<file path="src/rtl/vedic_dot_acc.sv">
// vedic_dot_acc: accumulates multiplier products into dot-product sums and streams them out through a small FIFO.
module vedic_dot_acc #(
  parameter int PROD_W = 8,
  parameter int ACC_W = 12,
  parameter int MAX_LEN = 16,
  parameter int FIFO_DEPTH = 4,
  parameter int ROW_LEN = 4
) (
  input  logic                          clk,
  input  logic                          rst_n,
  input  logic                          s_prod_valid,
  input  logic [PROD_W-1:0]             s_prod_data,
  input  logic                          s_prod_last,
  output logic [ACC_W-1:0]              m_axis_tdata,
  output logic                          m_axis_tvalid,
  input  logic                          m_axis_tready,
  output logic                          m_axis_tlast,
  output logic [$clog2(FIFO_DEPTH):0]   fifo_free,
  output logic                          overflow,
  output logic                          len_err
);
  localparam int CW = $clog2(MAX_LEN + 1);
  localparam int AW = $clog2(FIFO_DEPTH);
  localparam int OW = AW + 1;
  localparam int RW = $clog2(ROW_LEN + 1);
  localparam logic [CW-1:0] CNT_MAX = CW'(MAX_LEN - 1);
  localparam logic [RW-1:0] ROW_MAX = RW'(ROW_LEN - 1);
  localparam logic [OW-1:0] DEPTH = OW'(FIFO_DEPTH);

  logic [ACC_W-1:0] acc, sum_next;
  logic [CW-1:0]    cnt;
  logic [ACC_W-1:0] mem_data [FIFO_DEPTH];
  logic             mem_last [FIFO_DEPTH];
  logic [AW-1:0]    wr_ptr, rd_ptr;
  logic [OW-1:0]    occ;
  logic [RW-1:0]    row;
  logic             at_max, push, pop, full, accept;

  // cnt==0 marks the first product, so acc needs no explicit clear on the fly
  assign sum_next = (cnt == '0 ? '0 : acc) + ACC_W'(s_prod_data);
  assign at_max   = cnt == CNT_MAX;
  assign push     = s_prod_valid & (s_prod_last | at_max);
  assign pop      = m_axis_tvalid & m_axis_tready;
  assign full     = occ == DEPTH;
  assign accept   = push & (!full | pop);

  assign m_axis_tvalid = occ != '0;
  assign m_axis_tdata  = m_axis_tvalid ? mem_data[rd_ptr] : '0;
  assign m_axis_tlast  = m_axis_tvalid & mem_last[rd_ptr];
  assign fifo_free     = DEPTH - occ;

  always_ff @(posedge clk) begin
    if (!rst_n) begin
      acc      <= '0;
      cnt      <= '0;
      wr_ptr   <= '0;
      rd_ptr   <= '0;
      occ      <= '0;
      row      <= '0;
      overflow <= 1'b0;
      len_err  <= 1'b0;
    end else begin
      if (s_prod_valid) begin
        acc <= push ? '0 : sum_next;
        cnt <= push ? '0 : cnt + CW'(1);
      end
      if (accept) begin
        mem_data[wr_ptr] <= sum_next;
        mem_last[wr_ptr] <= row == ROW_MAX;
        wr_ptr           <= wr_ptr + AW'(1);
        row              <= row == ROW_MAX ? '0 : row + RW'(1);
      end
      if (pop) rd_ptr <= rd_ptr + AW'(1);
      occ      <= (accept & !pop) ? occ + OW'(1) : (pop & !accept) ? occ - OW'(1) : occ;
      overflow <= overflow | (push & !accept);
      len_err  <= len_err | (s_prod_valid & at_max & !s_prod_last);
    end
  end
endmodule

</file>
<file path="config.mk">
export PLATFORM = sky130hd
export DESIGN_NAME = vedic_dot_acc
export DESIGN_NICKNAME = d
export VERILOG_FILES = /design/src/rtl/vedic_dot_acc.sv
export SDC_FILE = /design/constraint.sdc
export NUM_CORES = 1
export LEC_CHECK = 0
export ABC_AREA = 1
export BUFFER_PORTS_ARGS = -buffer_cell sky130_fd_sc_hd__buf_2
export CAP_MARGIN = 20
export CORE_MARGIN = 5
export CORE_UTILIZATION = 55
export DETAILED_ROUTE_END_ITERATION = 12
export PLACE_DENSITY = 0.85
export SKIP_CTS_REPAIR_TIMING = 1
export SLEW_MARGIN = 20
export SYNTH_ARGS = -nofsm -noshare
export SYNTH_HDL_FRONTEND = slang
export SYNTH_SLANG_ARGS = --single-unit
</file>
<file path="constraint.sdc">
create_clock -name clk -period 5.25 [get_ports clk]
set_input_delay 1.05 -clock clk [delete_from_list [all_inputs] [get_ports clk]]
set_output_delay 1.05 -clock clk [all_outputs]
set_load 0.02 [all_outputs]
</file>
==> flow_metrics.env <==
export IMPL_power_density_nw_per_um2=408
export IMPL_place_congestion=0.850
export IMPL_period_minus_slack_ns=3.39
export IMPL_syn_to_final_growth_pct=10.6
export IMPL_vdd_drop_max_v=0.000197
export IMPL_r2r_end="acc[6]"
export IMPL_dp_hpwl_mm=5.41
export IMPL_critPathArrivalTime_ns=2.34
export IMPL_critical_path_class="register to primary output"
export IMPL_drcViolationCount=0
export IMPL_insertion_delay_ns=0.35
export IMPL_worstReg2RegStart="cnt[0]"
export IMPL_drt_iter0_markers=140
export IMPL_setup_violations=0
export IMPL_cts_sinks=83
export IMPL_synthCells=428
export IMPL_cap_violations=0
export IMPL_met3WireLength_um=378
export IMPL_cts_buffer_depth=2
export IMPL_skew_ns=0.00810
export IMPL_setup_ws_ns=1.86
export IMPL_core_rowCount=30
export IMPL_cts_buffers=9
export IMPL_synth_fp_nets=463
export IMPL_die_area_um2=8970
export IMPL_grt_usage_pct=18.5
export IMPL_required_ns=4.20
export IMPL_grt_pass1_wl_mm=12.8
export IMPL_dp_cells=541
export IMPL_synth_seq_cells=83
export IMPL_die_h_um=94.7
export IMPL_grt_ovfl_total=0
export IMPL_finalHoldViolCount=0
export IMPL_syn_avg_cell_area_um2=9.22
export IMPL_drt_wl_total_mm=7.81
export IMPL_layout_drive_gt1_share_pct=13.9
export IMPL_initial_core_util_pct=57.1
export IMPL_end_kind="primary output"
export IMPL_coreArea_um2=6910
export IMPL_period_share_pct=64.5
export IMPL_min_from="acc[11]"
export IMPL_hold_depth=2
export IMPL_setup_tns_ns=0
export IMPL_instances_no_fill=557
export IMPL_rsz0062_at_grt="false"
export IMPL_clock_root_buffer="clkbuf_8"
export IMPL_dieWidth_um=94.7
export IMPL_critPathLaunchType="register"
export IMPL_slew_headroom_pct=34.6
export IMPL_routed_wl_met2_mm=3.85
export IMPL_detail_route_first_pass_iterations=4
export IMPL_nets=491
export IMPL_hp_class="register to register"
export IMPL_total_leakage_power_uw=0.00175
export IMPL_n_antenna_cell=0
export IMPL_grt_pass1_vias=2731
export IMPL_final_util_pct=63.2
export IMPL_wl_per_cell_um=14.0
export IMPL_wl_met1_mm=3.42
export IMPL_yosysSeqAreaShare_pct=55.3
export IMPL_tightest_slew_ns=0.977
export IMPL_grt_max_degree=28
export IMPL_r2r_slack_ns=2.22
export IMPL_viasPerCell=5.26
export IMPL_cp_max_fo=27
export IMPL_top_layer_used="met4"
export IMPL_vias=2929
export IMPL_timing_fmax_mhz=295
export IMPL_portBuffers=31
export IMPL_synth_area_um2=3950
export IMPL_synth_cell_types=34
export IMPL_synth_warnings=0
export IMPL_status="finished, final reports clean"
export IMPL_antenna_found_initial=0
export IMPL_hold_path_end="acc[11]"
export IMPL_drtAntennaViolNets=0
export IMPL_drv_slew=0
export IMPL_cts_htree_levels=3
export IMPL_io_pins=32
export IMPL_clk_pin_slew_ns=0.08
export IMPL_cts_tree="done"
export IMPL_dp_slack_ns=2.04
export IMPL_r2r_cells=17
cell families after synthesis:
logic type | share of synthesized area (%)
compound gates | 12.3
xor+xnor | 2.00
fa+ha+maj | 7.36
buf+inv | 6.31
flops | 55.3
simple gates | 16.7
critical path: stages (launching register included):
cell and delay, ns:
dfxtp_1 0.94, inv_2 0.38, o21ai_0 0.34, a21oi_1 0.12, buf_2 0.19
worst max-delay path by stage:
stage | endpoint | slack (ns) | from | cells past startpoint
3_3_place_gp | mem_data[1][4] | 2.14 | s_prod_valid | 7
6_report | m_axis_tdata[11] | 1.86 | register | 4
2_1_floorplan | occ[2] | 2.67 | s_prod_valid | 11
5_1_grt | m_axis_tdata[3] | 1.67 | register | 4
3_5_place_dp | mem_data[0][4] | 2.04 | s_prod_valid | 7
4_1_cts | m_axis_tdata[11] | 1.84 | register | 4
Yosys cell counts, drive strengths merged:
cell type	instances	share of area, %
and2	3	0.48
o21bai	1	0.19
a21o	1	0.22
nor2	86	8.3
nand2	58	5.6
clkbuf	8	0.76
nand3	14	1.8
a211oi	1	0.19
nor3	3	0.51
o22ai	1	0.16
clkinv	2	0.19
a21boi	1	0.19
xnor2	4	0.89
dfxtp	31	16
o211ai	1	0.19
o21ai	38	5.0
ha	20	6.3
xor2	5	1.1
a31oi	2	0.32
buf	6	0.89
a21oi	40	5.5
fa	2	1.0
inv	47	4.5
edfxtp	52	40
o31ai	1	0.32
stage by stage:
stage	power [µW]	hold slack, ns	instance area (µm²)
after global routing	1890	0.480	4360
after CTS	1790	0.470	4360
after detailed placement	1340	0.456	4160
final	1780	0.471	4360
after floorplan	1180	0.443	3950
after global placement	1320	0.451	4160
area by class of cell:
type | instances | area, µm²
fillers | 567 | 2540
well taps | 96 | 120
repair buffers | 31 | 155
clock inverters | 7 | 76.3
flip-flops and latches | 83 | 2180
multi-input cells | 282 | 1520
inverters | 49 | 184
clock buffers | 9 | 124
sequential cells by signal, indices dropped and copies added (netlist names), named ones only:
register,count
wr_ptr,2
occ,3
len_err,1
row,3
rd_ptr,2
mem_last,4
overflow,1
cnt,5
acc,12
mem_data,48
cell usage in the layout (no fill, tap or decap), types with 4 or more instances in the layout:
cell      count
o21ai_0      35
dfxtp_1      31
nand2_1      56
xnor2_1       4
buf_2        31
edfxtp_1     52
ha_1         20
nand3_1      14
nor2_2        5
a21oi_1      37
nor2_1       81
inv_1        44
xor2_1        5
clkbuf_8      9
report_power, final:
| group | leakage [µW] | switching, µW | internal (µW) | total [µW] |
|---|---|---|---|---|
| Combinational | 0.000915 | 368 | 172 | 540 |
| Clock | 0.000103 | 238 | 224 | 462 |
| Sequential | 0.000731 | 47.4 | 731 | 779 |
per-layer routing:
layer,GRT usage [%],up-vias
met5,0,-
met4,6.85,0
met3,3.59,21
met2,30.9,67
met1,23.7,1369
li1,-,1472
No activity file was read; power rests on OpenSTA's default activity.
